$ cat src/rtl/switch_pkg.sv
// Shared types and constants for the 4x4 switch scheduler.
package switch_pkg;

  localparam int unsigned NUM_PORTS           = 4;
  localparam int unsigned SLOT_CYCLES_DEFAULT = 10;

  typedef logic [1:0] port_t;

  typedef enum logic [1:0] {
    StIdle,
    StMatch,
    StIssue,
    StHold
  } sched_state_t;

endpackage

$ cat src/rtl/islip_scheduler_if.sv
// Scheduler status/command bundle between ingress blocks, crossbar and scheduler.
interface islip_scheduler_if;
  import switch_pkg::*;

  logic                             enable;
  logic [NUM_PORTS*NUM_PORTS-1:0]   voq_empty;
  logic [NUM_PORTS-1:0]             sched_en;
  logic [2*NUM_PORTS-1:0]           sched_sel;
  logic [2*NUM_PORTS-1:0]           xbar_src;
  logic [NUM_PORTS-1:0]             xbar_valid;
  logic                             busy;

  modport master (
    output enable, voq_empty,
    input  sched_en, sched_sel, xbar_src, xbar_valid, busy
  );

  modport slave (
    input  enable, voq_empty,
    output sched_en, sched_sel, xbar_src, xbar_valid, busy
  );

endinterface

$ cat src/rtl/rr_arbiter.sv
// 4-way circular priority picker: first request at or after i_ptr wins.
module rr_arbiter
  import switch_pkg::*;
(
  input  logic [NUM_PORTS-1:0] i_req,
  input  port_t                i_ptr,
  output logic [NUM_PORTS-1:0] o_gnt,
  output port_t                o_gnt_idx,
  output logic                 o_any
);

  port_t w_idx;

  // Scan from furthest to nearest so the nearest requester is written last.
  always_comb begin
    o_gnt     = '0;
    o_gnt_idx = '0;
    o_any     = 1'b0;
    w_idx     = '0;
    for (int k = NUM_PORTS - 1; k >= 0; k--) begin
      w_idx = i_ptr + port_t'(k);
      if (i_req[w_idx]) begin
        o_gnt        = '0;
        o_gnt[w_idx] = 1'b1;
        o_gnt_idx    = w_idx;
        o_any        = 1'b1;
      end
    end
  end

endmodule

$ cat src/rtl/islip_scheduler.sv
// Single-iteration iSLIP scheduler: one conflict-free match per slot, crossbar
// configuration held for the whole slot.
module islip_scheduler
  import switch_pkg::*;
#(
  parameter int unsigned SLOT_CYCLES = SLOT_CYCLES_DEFAULT
) (
  input logic              clk,
  input logic              reset,
  islip_scheduler_if.slave sif
);

  localparam int unsigned     CntW    = $clog2(SLOT_CYCLES);
  localparam logic [CntW-1:0] LastCnt = CntW'(SLOT_CYCLES - 2);

  sched_state_t           r_state;
  port_t                  r_gptr [NUM_PORTS];
  port_t                  r_aptr [NUM_PORTS];
  logic [CntW-1:0]        r_slot_cnt;
  logic [NUM_PORTS-1:0]   r_sched_en;
  logic [2*NUM_PORTS-1:0] r_sched_sel;
  logic [2*NUM_PORTS-1:0] r_xbar_src;
  logic [NUM_PORTS-1:0]   r_xbar_valid;

  // w_greq[e][i]: ingress i requests egress e; w_areq[i][e]: egress e grants ingress i.
  logic [NUM_PORTS-1:0]   w_greq [NUM_PORTS];
  logic [NUM_PORTS-1:0]   w_gnt [NUM_PORTS];
  port_t                  w_gnt_idx [NUM_PORTS];
  logic                   w_gnt_any [NUM_PORTS];
  logic [NUM_PORTS-1:0]   w_areq [NUM_PORTS];
  logic [NUM_PORTS-1:0]   w_acc [NUM_PORTS];
  port_t                  w_acc_idx [NUM_PORTS];
  logic                   w_acc_any [NUM_PORTS];

  logic [NUM_PORTS-1:0]   w_sched_en;
  logic [2*NUM_PORTS-1:0] w_sched_sel;
  logic [2*NUM_PORTS-1:0] w_xbar_src;
  logic [NUM_PORTS-1:0]   w_xbar_valid;

  always_comb begin
    for (int e = 0; e < NUM_PORTS; e++) begin
      for (int i = 0; i < NUM_PORTS; i++) begin
        w_greq[e][i] = ~sif.voq_empty[i*NUM_PORTS + e];
      end
    end
  end

  always_comb begin
    for (int i = 0; i < NUM_PORTS; i++) begin
      for (int e = 0; e < NUM_PORTS; e++) begin
        w_areq[i][e] = w_gnt[e][i];
      end
    end
  end

  for (genvar p = 0; p < NUM_PORTS; p++) begin : gen_arb
    rr_arbiter u_grant (
      .i_req     (w_greq[p]),
      .i_ptr     (r_gptr[p]),
      .o_gnt     (w_gnt[p]),
      .o_gnt_idx (w_gnt_idx[p]),
      .o_any     (w_gnt_any[p])
    );

    rr_arbiter u_accept (
      .i_req     (w_areq[p]),
      .i_ptr     (r_aptr[p]),
      .o_gnt     (w_acc[p]),
      .o_gnt_idx (w_acc_idx[p]),
      .o_any     (w_acc_any[p])
    );
  end

  always_comb begin
    w_sched_en   = '0;
    w_sched_sel  = '0;
    w_xbar_src   = '0;
    w_xbar_valid = '0;
    for (int p = 0; p < NUM_PORTS; p++) begin
      w_sched_en[p]        = w_acc_any[p];
      w_sched_sel[2*p +: 2] = w_acc_any[p] ? w_acc_idx[p] : 2'd0;
      // Egress p is connected only if its granted ingress accepted it back.
      w_xbar_valid[p]      = w_gnt_any[p] & w_acc[w_gnt_idx[p]][p];
      w_xbar_src[2*p +: 2] = w_xbar_valid[p] ? w_gnt_idx[p] : 2'd0;
    end
  end

  always_ff @(posedge clk) begin
    if (reset) begin
      r_state      <= StIdle;
      r_slot_cnt   <= '0;
      r_sched_en   <= '0;
      r_sched_sel  <= '0;
      r_xbar_src   <= '0;
      r_xbar_valid <= '0;
      for (int p = 0; p < NUM_PORTS; p++) begin
        r_gptr[p] <= '0;
        r_aptr[p] <= '0;
      end
    end else begin
      unique case (r_state)
        StIdle: begin
          if (sif.enable) r_state <= StMatch;
        end
        StMatch: begin
          r_sched_en   <= w_sched_en;
          r_sched_sel  <= w_sched_sel;
          r_xbar_src   <= w_xbar_src;
          r_xbar_valid <= w_xbar_valid;
          if (|w_sched_en) r_state <= StIssue;
          else if (!sif.enable) r_state <= StIdle;
        end
        StIssue: begin
          for (int p = 0; p < NUM_PORTS; p++) begin
            if (r_xbar_valid[p]) r_gptr[p] <= r_xbar_src[2*p +: 2] + 2'd1;
            if (r_sched_en[p]) r_aptr[p] <= r_sched_sel[2*p +: 2] + 2'd1;
          end
          r_sched_en  <= '0;
          r_sched_sel <= '0;
          r_slot_cnt  <= '0;
          r_state     <= StHold;
        end
        StHold: begin
          if (r_slot_cnt == LastCnt) begin
            r_xbar_src   <= '0;
            r_xbar_valid <= '0;
            r_state      <= sif.enable ? StMatch : StIdle;
          end else begin
            r_slot_cnt <= r_slot_cnt + 1'b1;
          end
        end
        default: r_state <= StIdle;
      endcase
    end
  end

  assign sif.sched_en   = r_sched_en;
  assign sif.sched_sel  = r_sched_sel;
  assign sif.xbar_src   = r_xbar_src;
  assign sif.xbar_valid = r_xbar_valid;
  assign sif.busy       = (r_state != StIdle);

endmodule

$ cat src/flat_wrapper.sv
// flat-port wrapper written by rule: the top's interface ports become plain ports
module islip_scheduler_flat import switch_pkg::*;
#(
  parameter int unsigned SLOT_CYCLES = SLOT_CYCLES_DEFAULT
)
  (clk, reset, sif_enable, sif_voq_empty, sif_sched_en, sif_sched_sel, sif_xbar_src, sif_xbar_valid, sif_busy);
  islip_scheduler_if sif_i ();
  input logic clk;
  input logic reset;
  input wire logic [$bits(sif_i.enable)-1:0] sif_enable;
  input wire logic [$bits(sif_i.voq_empty)-1:0] sif_voq_empty;
  output wire logic [$bits(sif_i.sched_en)-1:0] sif_sched_en;
  output wire logic [$bits(sif_i.sched_sel)-1:0] sif_sched_sel;
  output wire logic [$bits(sif_i.xbar_src)-1:0] sif_xbar_src;
  output wire logic [$bits(sif_i.xbar_valid)-1:0] sif_xbar_valid;
  output wire logic [$bits(sif_i.busy)-1:0] sif_busy;
  assign sif_i.enable = sif_enable;
  assign sif_i.voq_empty = sif_voq_empty;
  assign sif_sched_en = sif_i.sched_en;
  assign sif_sched_sel = sif_i.sched_sel;
  assign sif_xbar_src = sif_i.xbar_src;
  assign sif_xbar_valid = sif_i.xbar_valid;
  assign sif_busy = sif_i.busy;
  islip_scheduler #(.SLOT_CYCLES(SLOT_CYCLES)) u_core (.clk(clk), .reset(reset), .sif(sif_i));
endmodule
$ cat config.mk
export PLATFORM = sky130hd
export DESIGN_NAME = islip_scheduler_flat
export DESIGN_NICKNAME = d
export VERILOG_FILES = /design/src/rtl/switch_pkg.sv /design/src/rtl/islip_scheduler_if.sv /design/src/rtl/rr_arbiter.sv /design/src/rtl/islip_scheduler.sv /design/src/flat_wrapper.sv
export SDC_FILE = /design/constraint.sdc
export NUM_CORES = 1
export LEC_CHECK = 0
export BUFFER_PORTS_ARGS = -buffer_cell sky130_fd_sc_hd__buf_2
export CAP_MARGIN = 20
export CORE_MARGIN = 8
export CORE_UTILIZATION = 28
export DETAILED_ROUTE_END_ITERATION = 10
export PLACE_DENSITY_LB_ADDON = 0.05
export SLEW_MARGIN = 5
export SYNTH_ARGS = -nofsm -noshare
export SYNTH_HDL_FRONTEND = slang
export SYNTH_SLANG_ARGS = --single-unit
$ cat constraint.sdc
create_clock -name clk -period 5.8 [get_ports clk]
set_input_delay 1.16 -clock clk [delete_from_list [all_inputs] [get_ports clk]]
set_output_delay 1.16 -clock clk [all_outputs]
set_load 0.02 [all_outputs]
Word level (Yosys, flattened, before mapping)
Memories as Yosys holds them, arrays and structs flattened.
Cells that the tools add are included.
{"block": "op_classes", "n_shift": 0, "n_addsub": 33, "muxes": 300, "n_div": 0, "n_reduce_logical": 41, "bitwise_logic": 32, "mul": 0, "order_cmp": 68, "n_eq_ne": 8}
{"operator": "4-bit 2-to-1 mux", "n": 36}
{"operator": "1-bit 2-to-1 mux", "n": 133}
{"operator": "2-bit 2-to-1 mux", "n": 54}
{"operator": "2-bit by 3-bit < comparator with 1-bit output, second input constant", "n": 32}
{"operator": "1-bit binary-select mux with 2-bit select", "n": 32}
{"operator": "1-bit demux with 2-bit select", "n": 32}
{"operator": "2-bit by 1-bit greater-or-equal comparator with 1-bit output, second input constant", "n": 32}
{"operator": "2-bit by 1-bit adder with 2-bit output, second input constant", "n": 16}
{"operator": "2-bit adder, second input constant", "n": 16}
{"operator": "4-bit binary-select mux with 2-bit select", "n": 4}
{"operator": "1-bit logical AND", "n": 32}
{"operator": "8-bit one-hot mux with 2 select lines", "n": 2}
{"operator": "4-bit one-hot mux with 2 select lines", "n": 3}
{"operator": "1-bit inverter", "n": 16}
{"operator": "3-bit greater-or-equal comparator, second input constant", "n": 4}
{"operator": "2-bit inverter with 3-bit output", "n": 4}
{"operator": "8-bit 2-to-1 mux", "n": 1}
{"operator": "1-bit OR", "n": 8}
{"operator": "2-bit one-hot mux with 4 select lines", "n": 1}
{"operator": "2-bit nonzero test", "n": 4}
{"operator": "3-bit 2-to-1 mux", "n": 2}
{"operator": "4-bit by 1-bit adder with 4-bit output, second input constant", "n": 1}
{"operator": "1-bit bitwise AND", "n": 4}
{"operator": "2-bit equality test, second input constant", "n": 2}
{"operator": "other kinds (9)", "n": 11}
{"block": "totals", "mem_count": 2, "mem_bits_rw": 16, "wordCells": 490, "latchBits": 0, "rom_bits": 0, "ff_bits": 30}
{"memory": "u_core.r_aptr", "words": 4, "width": 2, "rd": 4, "rd_ports_with_merged_regs": 0, "wr": 4, "line": "islip_scheduler.sv:18", "source": "port_t r_aptr [NUM_PORTS];"}
{"memory": "u_core.r_gptr", "words": 4, "width": 2, "rd": 4, "rd_ports_with_merged_regs": 0, "wr": 4, "line": "islip_scheduler.sv:17", "source": "port_t r_gptr [NUM_PORTS];"}

Logic depth before layout (Yosys ltp)
Gate-level depths: netlist of run 1.
An unclocked memory read counts as a cell.
{"block": "logic_depth", "ltp_word": 22, "ltp_mapped": 16}

Cells and area by module
Synthesis of run 1 repeated with hierarchy kept, for this count alone.
{"block": "hier_totals", "hier_cells": 729, "area_unflattened_um2": 6352.3}
{"module": "rr_arbiter (u_core.gen_arb[0].u_accept ...)", "cells_per_inst": 61, "seq_area_each_um2": 0.0, "area_per_inst_um2": 509.2, "n_inst": 7}
{"module": "islip_scheduler", "cells_per_inst": 234, "seq_area_each_um2": 1081.0, "area_per_inst_um2": 2263.4, "n_inst": 1}
{"module": "rr_arbiter (u_core.gen_arb[0].u_grant)", "cells_per_inst": 68, "seq_area_each_um2": 0.0, "area_per_inst_um2": 524.3, "n_inst": 1}

Worst setup path before layout of run 1
No wires, ideal clock.
{"block": "synth_timing", "kind": "flip-flop to flip-flop", "startpoint": "memory u_core.r_gptr[3][0] (netlist name)", "endpoint": "register u_core.r_xbar_valid[3] (netlist: u_core.sif.xbar_valid[3])", "arrival_time_ps": 3997, "required_time_ps": 5716, "setup_slack_ps": 1719, "stages_incl_launch_ff": 17, "setup_ps": 84, "cell_sequence": "edfxtp_1 buf_2 buf_1 inv_1 ha_1 clkbuf_1 mux4_2 buf_2 o21ai_1 o221ai_1 and2_1 mux4_2 nand2_1 o21ai_1 a211o_1 a211o_1 o31ai_2"}
{"item": "start: declaration", "line": "islip_scheduler.sv:17"}
{"item": "end signal: assignment", "line": "islip_scheduler.sv:109", "source": "r_xbar_valid <= w_xbar_valid;"}
{"item": "end: declaration", "line": "islip_scheduler.sv:23", "source": "logic [NUM_PORTS-1:0] r_xbar_valid;"}

==> run metrics, run 1 <==
Core ar.=21100 µm²; 1st-iter DRT viols=402; Hold Path End=u_core.r_slot_cnt[3]; R2R Path End=u_core.sif.xbar_valid[0]; Clk Tree Root Cell=clkbuf_16; DRT Pass-1 Iters=7; top-count cell post-synth=nand2_1; Commonest cells post-synth=nand2_1 (95), nor2_1 (73), ha_1 (55); Startpoint Class=flip-flop; Placement Rows=53; # clock sinks=46; Yosys top cell area share=11.4%; CP arrival=4.68 ns; layout cells sized above 1=14.4%; Fill cells=2303; Final min period=4.51 ns; global route total overflow=0; CTS Buffer Depth=2; Synth cell types=between 70 and 80; DRT antenna net count=0; top cells by area, synth=ha_1 (11%), dfxtp_1 (10%), edfxtp_1 (8.0%); # placed instances=1066; WS Path Type=flip-flop to flip-flop; final wirelength=19800 µm; Min-Delay Path Class=flip-flop to flip-flop; most common flop cell mapped by yosys=dfxtp_1; WP data required=5.97 ns; Final Non-Filler Cells=between 1000 and 1500; Crit Path Max Fanout=12; die width=163 µm; RSZ-0062 raised after global routing=false; drt wl/cell=18.5 µm; CTS H-Tree Depth=2; Syn-to-layout area delta=10.1%; via/cell ratio=5.59; Max Cap Violations=0; post-route worst setup slack=1.29 ns; PortBufs=43; Syn Std Cell Area=6030 µm²; async set or reset register ratio after synthesis=0%; HPWL after DPL=15200 µm; Clock Latency Late Sink=about 0.30 ns; Final Hold Fails=0; Max Fclk=approximately 220 MHz; CTS tree=done; Setup TNS Final=0 ns; hold depth=2; Resized Gates After CTS=0; worst reg-to-reg setup slack=about 1.3 ns; CP most frequent cell=mux2i_1; Final Wtd Congestion=0.873; CP Cell Sequence=inv_1, ha_1, mux2_2, mux2i_1, a31oi_1, o21ai_1, o21ai_0, mux2i_1, a211oi_1, a2111oi_0, o31ai_1; Slew Limit Fails=0; die area=about 27000 µm²; HP Start=u_core.r_slot_cnt[3]; WHS=approximately 0.49 ns; cell count after synthesis=778; clk slew on worst S/H paths=0.07 ns; power per cell area=213 nW/µm²; CP max-delay cell=mux2i_1; vias in the first global route=5483; syn nets=852; Worst Tran Pin Value=a little under 1 ns; worst relative slew slack=between 30% and 40%; # diodes=0; Die Y=163 µm; Ports=44; Clock Skews=0.00718 ns; Synth area leader=ha_1; Finish-stage setup viols=0; postcts setup bufs=0; Final #Nets=872; via count=6000; RR Startpoint=u_core.r_gptr[2][1]; endpoint type of the worst setup path=flip-flop; Synth Register Bits=46; largest net degree at the start of global routing=30; Reg2Reg Depth=11; Place WS=1.28 ns; crit-path max cell delay=0.66 ns; status=finished, final reports clean; CTS buffer count=5; Initial Util=between 20% and 30%; Residual DRC=0; cts-stage hold buffer count=0; number of synthesized flops with an enable pin=16; register area share after synthesis=17.9%; Total GRT Usage=14.5%; Leakage Power=2.62 nW; initial antenna violation count=1; syn_area_per_cell=7.75 µm²; worst vdd rail ir drop=roughly 0.11 mV; fin crit share=77.7%; first-pass GRT wire length=31000 µm; yosys warns=0
## metal layers
layer,share of wire [%],vias up,routed length [µm],global-route usage (%)
li1,-,2959,-,-
met1,49,2873,9670,20.3
met2,45,147,8930,22.6
met3,4.8,19,955,3.01
met4,1.3,2,264,3.17
met5,0.066,-,13,0
## how the worst max path moves through the flow
stage | depth (start not counted) | slack (ns) | start | endpoint
after floorplan | 16 | 1.72 | u_core.r_gptr[3][0] | u_core.sif.xbar_valid[3]
after global placement | 11 | 1.33 | u_core.r_gptr[2][1] | u_core.sif.xbar_src[0]
after detailed placement | 10 | 1.28 | sif_voq_empty[9] | u_core.sif.xbar_valid[1]
after CTS | 12 | 1.27 | u_core.r_gptr[3][0] | u_core.sif.xbar_valid[1]
after global routing | 12 | 0.93 | u_core.r_gptr[3][0] | u_core.r_state[0]
final | 11 | 1.29 | u_core.r_gptr[2][1] | u_core.sif.xbar_valid[0]
## power breakdown
| group | switching, mW | internal [mW] | leakage (nW) | total (mW) |
|---|---|---|---|---|
| clock network | 0.147 | 0.161 | 0.0708 | 0.308 |
| logic | 0.431 | 0.251 | 2.13 | 0.682 |
| registers | 0.0541 | 0.371 | 0.410 | 0.425 |
| total | 0.633 | 0.783 | 2.62 | 1.42 |
## area by class of cell
cell class                      instances  area (µm²)  area share, %
Clock buffer                            6         129           1.94
Clock inverter                          2        13.8          0.207
Inverter                               48         180           2.71
Multi-Input combinational cell        643        4600           69.2
Sequential cell                        46        1080           16.3
Tap cell                              275         344           5.18
Timing Repair Buffer                   54         298           4.48
## flip-flops by register name, summed over array words and instances, names as in the netlist, named ones only
name,flops
u_core.r_aptr,8
u_core.r_gptr,8
u_core.sif.sched_sel,8
u_core.sif.xbar_src,8
u_core.r_slot_cnt,4
u_core.sif.sched_en,4
u_core.sif.xbar_valid,4
u_core.r_state,1
## cell usage in the layout, fill, tap and decap left out, drive strengths merged, types with 6 or more instances in the layout
cell type,instances
edfxtp,16
a21o,14
nor2,73
dfxtp,30
o22ai,18
nand2,95
ha,55
o21a,6
nand2b,14
xnor2,8
o21ai,56
a221oi,11
a211oi,14
nor3b,6
nor3,9
clkbuf,6
inv,46
o221ai,10
o31ai,11
a211o,9
a21oi,48
a31oi,10
mux4,16
mux2,27
nand3,22
nand4,7
buf,54
mux2i,25
## logic make-up (layout without fill, tap and decap cells)
logic type / after synthesis / after routing / synth area share, %
muxes: 68 / 68 / 15.2
buffers and inverters: 89 / 110 / 5.91
adders and majority gates: 55 / 55 / 11.4
AOI/OAI and AO/OA: 259 / 259 / 29.4
xor gates and xnor gates: 9 / 9 / 1.31
DFF: 46 / 46 / 17.9
and+or+nand+nor: 252 / 252 / 18.9
## metrics by stage
| step | instance area, µm² | power [mW] | utilization, % |
|---|---|---|---|
| floorplan | 6030 | 0.900 | - |
| global placement | 6500 | 1.12 | 30.8 |
| detailed placement | 6500 | 1.12 | 30.8 |
| CTS | 6640 | 1.43 | 31.5 |
| global route | 6640 | 1.52 | 31.5 |
| finish | 6640 | 1.42 | 31.5 |
## worst max-delay path: cells and delay by family (launching register included)
| kind | cells | cell delay [ns] |
|---|---|---|
| compound gates | 6 | 1.69 |
| mux | 3 | 1.32 |
| flops | 1 | 0.65 |
| fa+ha+maj | 1 | 0.50 |
| buf+inv | 1 | 0.21 |
(Power assumes the default switching activity.)
==> run 2: changes to the inputs <==
==> constraint.sdc (replaced) <==
create_clock -name clk -period 4.1 [get_ports clk]
set_input_delay 0.82 -clock clk [delete_from_list [all_inputs] [get_ports clk]]
set_output_delay 0.82 -clock clk [all_outputs]
set_load 0.02 [all_outputs]
==> run 2 against run 1 <==
Net effect: die area did not move; highest routed layer is now met4; sequential cell count is the same; clock power increased by 41%; critical path type unchanged; critical endpoint is now u_core.sif.xbar_valid[1]; non-clock buffer count increased by 29; wire length up 1.7%; sequential power up 39%.
==> run metrics, run 2 (synthesis results as in run 1) <==
status=finished, final reports clean; Slew Limit Fails=0 (unchanged); Residual DRC=0 (unchanged); Clock Skews=0.00674 ns (-0.000444 ns); die area=26500 µm² (unchanged); Final Hold Fails=0 (unchanged); Finish-stage setup viols=0 (unchanged); via/cell ratio=5.53 (-1.1%); Core ar.=21100 µm² (unchanged); CTS Buffer Depth=2 (unchanged); Worst Tran Pin Value=0.857 ns (-0.103 ns); final core utilization=32.6% (+1.1 points); HPWL after DPL=15300 µm (+0.28%); via count=6097 (+1.6%); CTS H-Tree Depth=2 (unchanged); drt wl/cell=18.3 µm (-0.97%); power per cell area=298 nW/µm² (+40%); die width=163 µm (unchanged); Initial Util=28.6% (unchanged); CP arrival=4.02 ns (-0.66 ns); endpoint type of the worst setup path=flip-flop; DRT Pass-1 Iters=6 (-1); worst vdd rail ir drop=0.154 mV (+43%); vias in the first global route=5780 (+5.4%); fin crit share=92.8% (+15 points); postcts setup bufs=0 (unchanged); commonest non-fill, non-tap cell in the layout=nand2_1; Total GRT Usage=14.9% (+0.39 points); Crit Path Max Fanout=12 (unchanged); Syn-to-layout area delta=13.9%; RSZ-0062 raised after global routing=false; Startpoint Class=flip-flop; final wirelength=20200 µm (+1.7%); first-pass GRT wire length=31900 µm (+3.0%); Placement Rows=53 (unchanged); largest net degree at the start of global routing=29 (-3.3%); worst relative slew slack=42.9% (+7.4 points); WP data required=4.32 ns (-1.65 ns); Final #Nets=901 (+3.3%); clk slew on worst S/H paths=0.07 ns (about the same); Max Fclk=263 MHz (+18%); Max Cap Violations=0 (unchanged); Final min period=3.80 ns (-0.703 ns); Setup TNS Final=0 ns (unchanged); Leakage Power=2.76 nW (+5.6%); # diodes=0 (unchanged); commonest cells after routing, fill and taps aside=nand2_1 (95), nor2_1 (73), ha_1 (55); layout cells sized above 1=17.8% (+3.4 points); PortBufs=43 (unchanged); Ports=44 (unchanged); 1st-iter DRT viols=375 (-6.7%); CTS tree=done; # clock sinks=46 (unchanged); Die Y=163 µm (unchanged); DRT antenna net count=0 (unchanged); worst reg-to-reg setup slack=0.30 ns (-1.00 ns); CTS buffer count=5 (unchanged); global route total overflow=0 (unchanged); Clk Tree Root Cell=clkbuf_16; WS Path Type=flip-flop to flip-flop; Clock Latency Late Sink=0.30 ns (about the same); Final Wtd Congestion=0.843 (-3.4%); initial antenna violation count=0 (-1); Min-Delay Path Class=flip-flop to flip-flop
==> run 2: path summary, 6_finish.rpt <==
path,from,endpoint,cells after the start
max,u_core.r_gptr[2][1],u_core.sif.xbar_valid[1],14
min,u_core.r_slot_cnt[3],u_core.r_slot_cnt[3],2
max reg2reg,u_core.r_gptr[2][1],u_core.sif.xbar_valid[1],14
min reg2reg,u_core.r_slot_cnt[3],u_core.r_slot_cnt[3],2
==> run 2: final cells by class <==
type | instances | area [µm²]
clock buffer | 5 | 125
clock inverter | 3 | 18.8
fill | 2283 | 14200
inverter | 48 | 180
multi-input combinational | 643 | 4610
sequential | 46 | 1080
tap | 275 | 344
timing repair buffer | 83 | 515
==> run 2: power breakdown <==
part	internal [mW]	switching [mW]	leakage (nW)
Clock	0.227	0.207	0.0740
Sequential	0.525	0.0662	0.410
Combinational	0.386	0.635	2.28
==> run 2: metrics by stage <==
| step | power, mW | std cells | setup WS [ns] | area (µm²) | hold slack [ns] |
|---|---|---|---|---|---|
| 2_1_floorplan | 1.27 | 778 | 0.0186 | 6030 | 0.452 |
| 3_3_place_gp | 1.61 | 1095 | 0.225 | 6720 | 0.471 |
| 3_5_place_dp | 1.61 | 1095 | 0.196 | 6720 | 0.478 |
| 4_1_cts | 2.06 | 1103 | 0.208 | 6860 | 0.493 |
| 5_1_grt | 2.19 | 1103 | 0.000506 | 6870 | 0.522 |
| 6_report | 2.05 | 1103 | 0.296 | 6870 | 0.490 |
==> run 2: metal layers <==
layer / global-route usage (%) / vias to the layer above / part of all wire [%]
li1: - / 3014 / -
met1: 20.7 / 2949 / 50
met2: 23.5 / 118 / 44
met3: 2.68 / 16 / 4.3
met4: 3.59 / 0 / 1.6
met5: 0 / - / 0
==> run 2: what timing repair did <==
action                     4_1_cts  5_1_grt
hold buffers                     0        0
resized for setup                0        2
setup endpoints to repair        0        4
==> run 2: critical path, stage by stage, from the launching register on <==
cell and delay [ns]:
edfxtp_1 0.35, inv_1 0.11, ha_1 0.48, mux2_2 0.41
o22ai_1 0.21, a2111oi_0 0.13, a2bb2oi_1 0.17, buf_4 0.19
mux4_2 0.49, buf_4 0.18, o211ai_1 0.17, a311oi_1 0.08
a211oi_2 0.30, o21ai_1 0.18, o31ai_1 0.25
==> run 3: changes to the inputs <==
--- a/config.mk
+++ b/config.mk
@@ -5,6 +5,7 @@
 export SDC_FILE = /design/constraint.sdc
 export NUM_CORES = 1
 export LEC_CHECK = 0
+export ABC_AREA = 1
 export BUFFER_PORTS_ARGS = -buffer_cell sky130_fd_sc_hd__buf_2
 export CAP_MARGIN = 20
 export CORE_MARGIN = 8
==> run 3 against run 2 <==
Net effect: global-route usage shrank 0.32 points; area after synthesis is 12% lower; wire length decreased by 13%; largest cell class unchanged.
==> run metrics, run 3 <==
CP max-delay cell=edfxtp_1; RSZ-0062 raised after global routing=false; highest metal used=met4; Resized Gates After CTS=0 (unchanged); global route total overflow=0 (unchanged); Yosys top cell area share=15.3% (+3.9 points); Clock Skews=0.00630 ns (-0.000436 ns); worst relative slew slack=41.8% (-1.1 points); drt wl/cell=15.9 µm (-13%); initial antenna violation count=0 (unchanged); combinational share of power=54.9% (+5.0 points); Final #Nets=948 (+5.2%); final wirelength=17600 µm (-13%); Final min period=3.25 ns (-0.551 ns); CTS buffer count=5 (unchanged); Max Fclk=307 MHz (+17%); CTS tree=done; CTS H-Tree Depth=2 (unchanged); endpoint type of the worst setup path=flip-flop; CP Cell Sequence=inv_2, ha_1, inv_1, nand3_1, o21ai_2, nand3_1, nand2_1, nand2_1, nand3_1, nand3_1, nand2_2, nor3_2, nor2_1, inv_1, a211o_1, a21oi_1; syn_area_per_cell=6.34 µm² (-18%); Commonest cells post-synth=nand2_1 (216), nand3_1 (124), a21oi_1 (89); Final Wtd Congestion=0.941 (+12%); HPWL after DPL=14100 µm (-7.6%); DRT Pass-1 Iters=7 (+1); Total GRT Usage=14.6% (-0.32 points); wire length on met1=8910 µm (-11%); Leakage Power=2.83 nW (+2.4%); # clock sinks=46 (unchanged); worst vdd rail ir drop=0.303 mV (+97%); WS Path Type=flip-flop to flip-flop; Slew Limit Fails=0 (unchanged); cell count after synthesis=834 (+7.2%); Switch Pwr=1.29 mW (+42%); commonest cells after routing, fill and taps aside=nand2_1 (216), nand3_1 (124), a21oi_1 (89); die width=153 µm (-5.7%); commonest non-fill, non-tap cell in the layout=nand2_1; Worst Tran Pin Value=0.873 ns (+0.0156 ns); WP depth=16 (+2); die area=23500 µm² (-11%); Startpoint Class=flip-flop; Max Cap Violations=0 (unchanged); # diodes=0 (unchanged); status=finished, final reports clean; syn nets=908 (+6.6%); Initial Util=28.4% (-0.24 points); yosys warns=0 (unchanged); first-pass GRT wire length=28000 µm (-12%); kind of cell adding the most delay to the critical path=simple AND/OR/NAND/NOR gates; number of synthesized flops with an enable pin=16 (unchanged); Residual DRC=0 (unchanged); most common flop cell mapped by yosys=dfxtp_1; Synth cell types=36 (-51%); PortBufs=43 (unchanged); Setup TNS Final=0 ns (unchanged); Syn Std Cell Area=5290 µm² (-12%); final core utilization=31.8% (-0.81 points); Flop pwr share=26.0% (-2.9 points); register area share after synthesis=20.4% (+2.5 points); Clock Latency Late Sink=0.30 ns (about the same); WP data required=4.32 ns (about the same); DRT antenna net count=0 (unchanged); async set or reset register ratio after synthesis=0% (unchanged); via/cell ratio=5.08 (-8.0%); Synth area leader=nand2_1; cts-stage hold buffer count=0 (unchanged); P_int=1.28 mW (+13%); Finish-stage setup viols=0 (unchanged); crit-path max cell delay=0.59 ns (+0.10 ns); CP most frequent cell=nand3_1; Reg2Reg Depth=16 (+2); top-count cell post-synth=nand2_1; clock group share of total power=19.1% (-2.1 points); Synth Register Bits=46 (unchanged); Ports=44 (unchanged); Syn-to-layout area delta=12.0%; hold depth=2 (unchanged); CP arrival=3.48 ns (-0.54 ns); Clk Tree Root Cell=clkbuf_16; Crit Path Max Fanout=10 (-2); 1st-iter DRT viols=532 (+42%); Core ar.=18600 µm² (-12%); postcts setup bufs=0 (unchanged); CTS Buffer Depth=2 (unchanged); top cells by area, synth=nand2_1 (15%), ha_1 (13%), nand3_1 (12%); power per cell area=435 nW/µm² (+46%); via count=5639 (-7.5%); fin crit share=79.3% (-13 points); buffers and inverters on the worst path=3 (unchanged); total power=2.57 mW (+26%); largest net degree at the start of global routing=42 (+45%); Final Hold Fails=0 (unchanged); Die Y=153 µm (-5.7%); met2 WL=7780 µm (-13%); vias in the first global route=5249 (-9.2%); layout cells sized above 1=15.0% (-2.8 points); Placement Rows=50 (-5.7%); clk slew on worst S/H paths=0.07 ns (about the same); Min-Delay Path Class=flip-flop to flip-flop; Sw Share=50.2% (+5.8 points); met3 WL post-DR=714 µm (-17%)
-- run 3: cell types whose count changed after synthesis, moves of 18 or more --
cell / previous run / this run
mux2i_1: 25 / 0
nand3_1: 22 / 124
mux2_2: 25 / 0
nand3_2: 0 / 18
nand2_1: 95 / 216
nand2_2: 0 / 25
a21oi_1: 48 / 89
o22ai_1: 18 / 0
inv_1: 46 / 74
-- run 3: kinds of logic (layout without fill, tap and decap cells) --
group,count (synthesis),after routing,share of synthesized area (%)
AOI/OAI and AO/OA,136,136,14.1
xor gates and xnor gates,9,9,1.49
adders and majority gates,55,55,13.0
buffers and inverters,105,146,7.71
DFF,46,46,20.4
and+or+nand+nor,483,483,43.2
-- run 3: final timing paths --
kind | startpoint | slack [ns] | endpoint
max reg2reg | u_core.r_gptr[3][0] | 0.85 | u_core.sif.sched_sel[0]
min reg2reg | u_core.sif.xbar_valid[0] | 0.49 | u_core.sif.xbar_valid[0]
min | u_core.sif.xbar_valid[0] | 0.49 | u_core.sif.xbar_valid[0]
max | u_core.r_gptr[3][0] | 0.85 | u_core.sif.sched_sel[0]
-- run 3: per-layer routing --
metal | track usage (%) | up-vias
li1 | - | 2876
met1 | 20.5 | 2617
met2 | 23.4 | 134
met3 | 1.97 | 12
met4 | 3.13 | 0
met5 | 0 | -
-- run 3: through the flow --
step | instance area (µm²) | instances | hold WS, ns | worst slack, ns
finish | 5920 | 1109 | 0.489 | 0.847
global route | 5920 | 1109 | 0.520 | 0.631
CTS | 5920 | 1109 | 0.497 | 0.843
detailed placement | 5760 | 1101 | 0.484 | 0.870
global placement | 5760 | 1101 | 0.478 | 0.878
floorplan | 5290 | 834 | 0.468 | 1.53
-- run 3: worst min-delay path: stages, from the launching register on --
cell     delay, ns
dfxtp_1       0.32
nand2_1       0.06
a21oi_1       0.05
-- run 3: power groups by stage --
| stage | Sequential (mW) | Clock, mW | Combinational, mW |
|---|---|---|---|
| finish | 0.670 | 0.491 | 1.41 |
| global placement | 0.682 | 0 | 1.42 |
| detailed placement | 0.681 | 0 | 1.42 |
| floorplan | 0.738 | 0 | 0.922 |
| global route | 0.689 | 0.516 | 1.59 |
| CTS | 0.672 | 0.505 | 1.42 |
-- run 3: cell type report --
type	instances	area, µm²
inverter	93	354
tap	234	293
timing repair buffer	45	230
clock inverter	2	36.3
fill	2077	12700
multi-input combinational	683	3800
sequential	46	1080
clock buffer	6	129
